File: config.mk
export PLATFORM = sky130hd
export DESIGN_NAME = t48_exp8243
export DESIGN_NICKNAME = d
export VERILOG_FILES = /design/src/rtl/t48_exp8243.sv
export SDC_FILE = /design/constraint.sdc
export NUM_CORES = 1
export LEC_CHECK = 0
export BUFFER_PORTS_ARGS = -buffer_cell sky130_fd_sc_hd__buf_2
export CAP_MARGIN = 10
export CELL_PAD_IN_SITES_DETAIL_PLACEMENT = 0
export CELL_PAD_IN_SITES_GLOBAL_PLACEMENT = 1
export CORE_MARGIN = 5
export CORE_UTILIZATION = 33
export CTS_CLUSTER_DIAMETER = 100
export DETAILED_ROUTE_END_ITERATION = 7
export PLACE_DENSITY = 0.67
export SYNTH_ARGS = -nofsm -noshare
export SYNTH_HDL_FRONTEND = slang
export SYNTH_SLANG_ARGS = --single-unit
File: constraint.sdc
create_clock -name clk_i -period 4.1 [get_ports clk_i]
set_input_delay 0.615 -clock clk_i [delete_from_list [all_inputs] [get_ports clk_i]]
set_output_delay 0.615 -clock clk_i [all_outputs]
set_load 0.005 [all_outputs]
File: src/rtl/t48_exp8243.sv
// rtl/t48_exp8243.sv - 8243 I/O expander model driven by T48 P2[3:0] and PROG (optional T48_EXP8243_SYNC_EN input synchronizer)
module t48_exp8243 (
   input  logic        clk_i,
   input  logic        rst_i,
   input  logic        cs_n_i,
   input  logic        prog_i,
   input  logic [3:0]  p2_i,
   output logic [3:0]  p2_o,
   output logic        p2_oe_o,
   input  logic [15:0] port_i,
   output logic [15:0] port_o,
   output logic [3:0]  port_oe_o
);

   typedef enum logic {ST_IDLE, ST_XFER} state_t;

   localparam logic [1:0] OP_READ  = 2'b00;
   localparam logic [1:0] OP_WRITE = 2'b01;
   localparam logic [1:0] OP_OR    = 2'b10;
   localparam logic [1:0] OP_AND   = 2'b11;

   logic       w_prog;
   logic       w_cs_n;
   logic [3:0] w_p2;

`ifdef T48_EXP8243_SYNC_EN
   logic [1:0] r_prog_s;
   logic [1:0] r_cs_s;
   logic [3:0] r_p2_s1;
   logic [3:0] r_p2_s2;

   // Two-flop synchronizers for the asynchronous T48 bus signals
   always_ff @(posedge clk_i or posedge rst_i) begin
      if (rst_i) begin
         r_prog_s <= 2'b11;
         r_cs_s   <= 2'b11;
         r_p2_s1  <= 4'h0;
         r_p2_s2  <= 4'h0;
      end else begin
         r_prog_s <= {r_prog_s[0], prog_i};
         r_cs_s   <= {r_cs_s[0], cs_n_i};
         r_p2_s1  <= p2_i;
         r_p2_s2  <= r_p2_s1;
      end
   end

   assign w_prog = r_prog_s[1];
   assign w_cs_n = r_cs_s[1];
   assign w_p2   = r_p2_s2;
`else
   assign w_prog = prog_i;
   assign w_cs_n = cs_n_i;
   assign w_p2   = p2_i;
`endif

   state_t      r_state;
   logic        r_prog_q;
   logic [1:0]  r_op;
   logic [1:0]  r_k;
   logic [15:0] r_port;
   logic [3:0]  r_port_oe;
   logic [3:0]  r_p2_o;
   logic        r_p2_oe;

   logic       w_fall;
   logic       w_rise;
   logic [3:0] w_cur_nib;
   logic [3:0] w_pin_k;
   logic [3:0] w_pin_cmd;

   assign w_fall    = r_prog_q & ~w_prog;
   assign w_rise    = ~r_prog_q & w_prog;
   assign w_cur_nib = r_port[{r_k, 2'b00} +: 4];
   assign w_pin_k   = port_i[{r_k, 2'b00} +: 4];
   assign w_pin_cmd = port_i[{w_p2[1:0], 2'b00} +: 4];

   // Command/transfer FSM; all outputs are registered here
   always_ff @(posedge clk_i or posedge rst_i) begin
      if (rst_i) begin
         r_state   <= ST_IDLE;
         r_prog_q  <= 1'b1;
         r_op      <= OP_READ;
         r_k       <= 2'b00;
         r_port    <= 16'h0000;
         r_port_oe <= 4'b0000;
         r_p2_o    <= 4'h0;
         r_p2_oe   <= 1'b0;
      end else begin
         r_prog_q <= w_prog;
         case (r_state)
            ST_IDLE: begin
               if (w_fall && !w_cs_n) begin
                  r_op    <= w_p2[3:2];
                  r_k     <= w_p2[1:0];
                  r_state <= ST_XFER;
                  if (w_p2[3:2] == OP_READ) begin
                     r_port_oe[w_p2[1:0]] <= 1'b0;
                     r_p2_oe              <= 1'b1;
                     r_p2_o               <= w_pin_cmd;
                  end
               end
            end
            ST_XFER: begin
               if (w_rise) begin
                  case (r_op)
                     OP_WRITE: r_port[{r_k, 2'b00} +: 4] <= w_p2;
                     OP_OR:    r_port[{r_k, 2'b00} +: 4] <= w_cur_nib | w_p2;
                     OP_AND:   r_port[{r_k, 2'b00} +: 4] <= w_cur_nib & w_p2;
                     default:  r_port <= r_port;
                  endcase
                  if (r_op != OP_READ) begin
                     r_port_oe[r_k] <= 1'b1;
                  end
                  r_p2_oe <= 1'b0;
                  r_state <= ST_IDLE;
               end else if (r_op == OP_READ) begin
                  // Live read: follow the pins while PROG is low
                  r_p2_o <= w_pin_k;
               end
            end
            default: r_state <= ST_IDLE;
         endcase
      end
   end

   assign p2_o      = r_p2_o;
   assign p2_oe_o   = r_p2_oe;
   assign port_o    = r_port;
   assign port_oe_o = r_port_oe;

endmodule

==> flow_summary.ini, run 1 <==
[global_route]
grt_first_pass_wirelength_um = 9430
grtUsageTotal = 0.158
grt_overflow = 0
grt_max_degree = 32
grt_pass1_vias = 1796
antenna_found_initial = 0

[placed_design]
post-place-cells = 312
place.gp.congestion = 0.805
dp_slack_ns = 1.59
numPortBuffers = 48
dp_hpwl_um = 4270

[final_layout]
nets = 276
final_cell_count_no_fill = 320
area_delta_synth_final_pct = 17.6
nFillCells = 638
multiInputGateArea_um2 = 1160
drive_gt1_frac = 0.331
diodes = 0
regArea_um2 = 777

[yosys]
synth_top_area_cell = dfrtp_1
synthArstFlopShare = 1.00
syn_area_per_cell_um2 = 10.2
synth_edf_count = 0
synth_nets = 231
yosysUniqueCellTypes = 46
yosys-top-cells-count = dfrtp_1 (30), nand2_1 (17), nor2_1 (14)
synth-seq-cells = 31
synthCells = 199
ys.flop_type = dfrtp_1
synth.most_common_cell = dfrtp_1
yosys-top-cells-area = dfrtp_1 (37%), mux4_2 (8.9%), ha_1 (4.9%)
synth_warnings = 0
syn_area_um2 = 2030
seq_area_frac_synth = 0.383
synth_top_area_share = 0.370

[timing]
worst_slack_ns = 1.56
hold_violations = 0
holdWs_ns = 0.413
setup_viol = 0
slew_viol_final = 0
tns_ns = 0
final.setup_skew_ns = 0.0101
grt_setup_unrepaired = no
fin_crit_sh = 0.621
period_needed_ns = 2.54
relSlewSlack = 0.487
fmaxAchievable_ghz = 0.393
tightest_slew_ns = 0.769

[drt]
wirelength_um = 5740
ant_nets = 0
drtPass1Iterations = 4
num_vias = 1741
drt_iter0_drc = 59
wire_per_inst_um = 17.9
drc_errors = 0
vias_per_cell = 5.44

[clocking]
cts_sinks = 31
path_clk_slew_ns = 0.07
cts_hold_buf = 0
cts_buffers = 5
cts-htree-levels = 2
clk_latency_ns = 0.28
clockBufferDepth = 2
ctsResizeCount = 0
clockRootBuffer = clkbuf_8
cts_tree = built
cts_setup_buffers = 0

[floorplanning]
row_count = 28
start_util = 0.341
ios = 49
chipWidth_um = 88.4
core-area_um2 = 5960
die_h_um = 88.4
die-area_um2 = 7820

[power_and_ir_drop]
ir_drop_mv = 0.147
p_leak_nw = 1.10
p_per_area_nw_per_um2 = 465
total_power_w = 0.00111

[min_path]
hold_path.class = input port to async pin

[setup_path]
worstPathCellList = inv_1 > ha_1 > nor3b_1 > nand4_1 > nor4_1 > a211o_1
endpoint_kind = register
crit_fanout = 22
crit_type = register to register
cpMaxStageDelayCell = dfrtp_1
cp_data_required_time_ns = 4.33
critPathLaunchType = register
cp.arrival_ns = 2.77
crit_path_max_incr_delay_ns = 0.84

[run]
maxCapViolations = 0

[outcome]
outcome = finished clean
[metrics by stage]
| stage | util | cell area (um^2) |
|---|---|---|
| after floorplan | - | 2030 |
| after global placement | 0.388 | 2310 |
| after detailed placement | 0.388 | 2310 |
| after CTS | 0.401 | 2390 |
| after global routing | 0.401 | 2390 |
| final | 0.401 | 2390 |
[layout by cell type, fill, tap and decap left out, types with 9 or more instances in the layout]
cell	instances
o21ai_0	9
dfrtp_1	30
nor2_1	14
buf_2	48
o31ai_1	10
nand2_1	17
a31oi_1	10
[cell type report]
cell class / instances / area share
sequential: 31 / 0.325
multi-input combinational: 149 / 0.486
timing repair buffer: 49 / 0.104
inverter: 8 / 0.0126
clock buffer: 8 / 0.0335
tap: 75 / 0.0393
[kinds of logic (layout without fill, tap and decap cells)]
logic type      after synthesis  in the layout  synth area share
buf+inv                      19             65            0.0462
simple gates                 60             60             0.161
mux                          19             19             0.149
fa+ha+maj                     9              9            0.0542
compound gates               61             61             0.206
flops                        31             31             0.383
[worst max-delay path: cells and delay by family, from the launching register on]
| family | cells | cell delay (ns) |
|---|---|---|
| and+or+nand+nor | 3 | 0.84 |
| DFF | 1 | 0.84 |
| adders and majority gates | 1 | 0.40 |
| AOI/OAI and AO/OA | 1 | 0.15 |
| buffers and inverters | 1 | 0.27 |
[per-layer routing]
metal | vias to the layer above | global-route usage | share of wire
li1 | 833 | - | -
met4 | 0 | 0.0495 | 0.014
met1 | 847 | 0.224 | 0.47
met3 | 9 | 0.0279 | 0.057
met2 | 52 | 0.247 | 0.46
met5 | - | 0 | 0
[path summary, 6_finish.rpt]
path	start	endpoint	slack, ns	depth (start not counted)
hold / removal	rst_i	async pin	0.41	3
max in group asynchronous	rst_i	r_prog_q$_DFF_PP1_	3.35	3
hold reg to reg	p2_oe_o$_DFFE_PP0P_	p2_oe_o$_DFFE_PP0P_	0.47	1
setup / recovery	r_k[1]$_DFFE_PP0P_	register	1.56	6
min in group clk_i	p2_oe_o$_DFFE_PP0P_	p2_oe_o$_DFFE_PP0P_	0.47	1
setup reg to reg	r_k[1]$_DFFE_PP0P_	register	1.56	6
[report_power, final]
group / internal (W) / switching (W) / leakage, nW
Combinational: 0.000199 / 0.000195 / 0.679
Sequential: 0.000379 / 0.000104 / 0.387
Clock: 0.000121 / 0.000114 / 0.0395
Total: 0.000699 / 0.000412 / 1.10
(Power assumes the default switching activity.)
==> inputs of run 2 (changes only) <==
- ABC_AREA: not set -> 1
- PLACE_DENSITY: 0.67 -> 0.71
- clock period: 4.1 -> 2.65 ns (I/O delays scaled with it)
==> flow_summary.ini, run 2 <==
[setup_path]
crit_fanout = 12
cp.arrival_ns = 2.37
endpoint_kind = register
critPathLaunchType = register
cp_data_required_time_ns = 2.88
crit_type = register to register

[yosys]
synth_top_area_cell = dfrtp_1
synth_warnings = 0
yosysUniqueCellTypes = 27
synthArstFlopShare = 1.00
yosys-top-cells-area = dfrtp_1 (29%), nand2_1 (16%), nand3_1 (13%)
ys.flop_type = dfrtp_1
synth_nets = 437
synthCells = 405
synth-seq-cells = 31
syn_area_per_cell_um2 = 6.40
yosys-top-cells-count = nand2_1 (111), nand3_1 (69), nor2_1 (40)
seq_area_frac_synth = 0.300
synth_top_area_share = 0.289
synth_edf_count = 0
synth.most_common_cell = nand2_1
syn_area_um2 = 2590

[min_path]
hold_path.class = input port to async pin

[placed_design]
dp_hpwl_um = 5920
place.gp.congestion = 0.823
numPortBuffers = 48
post-place-cells = 545

[clocking]
cts_buffers = 5
cts_tree = built
cts-htree-levels = 2
cts_setup_buffers = 0
clockBufferDepth = 2
clockRootBuffer = clkbuf_8
path_clk_slew_ns = 0.08
cts_hold_buf = 0
ctsResizeCount = 0
clk_latency_ns = 0.29
cts_sinks = 31

[global_route]
antenna_found_initial = 0
grt_first_pass_wirelength_um = 13000
grt_pass1_vias = 2642
grtUsageTotal = 0.166
grt_overflow = 0
grt_max_degree = 32

[floorplanning]
core-area_um2 = 7690
ios = 49
die-area_um2 = 9730
chipWidth_um = 98.7
row_count = 32
die_h_um = 98.7
start_util = 0.337

[drt]
vias_per_cell = 4.91
drt_iter0_drc = 158
wirelength_um = 7970
drtPass1Iterations = 4
drc_errors = 0
ant_nets = 0
num_vias = 2716
wire_per_inst_um = 14.4

[final_layout]
area_delta_synth_final_pct = 15.2
mostFrequentLayoutCell = nand2_1
nFillCells = 891
diodes = 0
final_cell_count_no_fill = 553
drive_gt1_frac = 0.244
nets = 482
mostFrequentLayoutCells = nand2_1 (111), nand3_1 (69), buf_2 (48)

[power_and_ir_drop]
p_leak_nw = 1.48
ir_drop_mv = 0.338
p_per_area_nw_per_um2 = 940

[timing]
setup_viol = 0
final.setup_skew_ns = 0.00974
fmaxAchievable_ghz = 0.468
fin_crit_sh = 0.806
tns_ns = 0
slew_viol_final = 0
grt_setup_unrepaired = no
hold_violations = 0
period_needed_ns = 2.14
tightest_slew_ns = 0.780
relSlewSlack = 0.480

[run]
maxCapViolations = 0

[outcome]
outcome = finished clean
## run 2: changes by cell type in the layout (fill, tap and decap cells not counted), moves of 7 or more
| cell | delta |
|---|---|
| o21ai_1 | +17 |
| nand2_2 | +13 |
| o31ai_1 | -10 |
| or2_2 | +13 |
| a21o_1 | -8 |
| inv_1 | +30 |
| nand3_1 | +61 |
| nor2_1 | +26 |
| nor2_2 | +7 |
| mux4_2 | -8 |
| a31oi_1 | -8 |
| o21ai_0 | +10 |
| mux2_2 | -7 |
| nand2_1 | +94 |
## run 2: area by class of cell
type | count | area, um^2 | area share
clock buffers | 6 | 72.6 | 0.0243
clock inverters | 2 | 12.5 | 0.00419
inverters | 45 | 171 | 0.0574
multi-input cells | 316 | 1560 | 0.523
flip-flops and latches | 31 | 777 | 0.260
well taps | 102 | 128 | 0.0427
repair buffers | 51 | 263 | 0.0879
## run 2: critical path: stages (launching register included)
cell     delay [ns]
dfrtp_1        0.52
inv_2          0.18
ha_1           0.32
nor2_4         0.30
nand2_1        0.17
nor2_2         0.17
nand2_1        0.06
nand2_1        0.06
nand3_1        0.07
nand3_1        0.12
nand2_1        0.05
inv_1          0.04
## run 2: cells by family (layout without fill, tap and decap cells)
kind of cell,Yosys count,after routing,share of synthesized area
adders and majority gates,8,8,0.0386
and+or+nand+nor,261,261,0.466
DFF,31,31,0.300
buffers and inverters,58,104,0.0974
AOI/OAI and AO/OA,47,47,0.0979
## run 2: layer usage
layer / routed length (um) / share of wire / track usage / up-vias
met3: 268 / 0.034 / 0.0241 / 9
met4: 97 / 0.012 / 0.0431 / 0
met2: 3700 / 0.46 / 0.269 / 47
met5: 0 / 0 / 0 / -
met1: 3910 / 0.49 / 0.232 / 1269
li1: - / - / - / 1391
## run 2: final timing paths
path | startpoint | end | slack (ns) | depth (start not counted)
worst max-delay path | r_k[1]$_DFFE_PP0P_ | register | 0.51 | 11
worst min-delay path | rst_i | p2_o[0]$_DFFE_PP0P_ | 0.18 | 3
worst max register to register | r_k[1]$_DFFE_PP0P_ | register | 0.51 | 11
worst min register to register | p2_oe_o$_DFFE_PP0P_ | p2_oe_o$_DFFE_PP0P_ | 0.48 | 2
max in group asynchronous | rst_i | r_prog_q$_DFF_PP1_ | 2.13 | 3
min in group clk_i | prog_i | r_prog_q$_DFF_PP1_ | 0.22 | 1
## run 2: per-stage QoR
step | power, W | utilization | cell area [um^2] | hold WS [ns] | worst slack [ns]
after floorplan | 0.00193 | - | 2590 | 0.402 | 0.735
after global placement | 0.00242 | 0.378 | 2900 | 0.465 | 0.593
after detailed placement | 0.00243 | 0.378 | 2900 | 0.467 | 0.522
after CTS | 0.00284 | 0.389 | 2990 | 0.201 | 0.499
after global routing | 0.00309 | 0.389 | 2990 | 0.214 | 0.270
final | 0.00281 | 0.389 | 2990 | 0.179 | 0.515
## run 2: where the power goes
group	switching, W	internal [W]	total [W]
registers	0.000208	0.000676	0.000884
clock network	0.000205	0.000184	0.000389
logic	0.000963	0.000573	0.00154
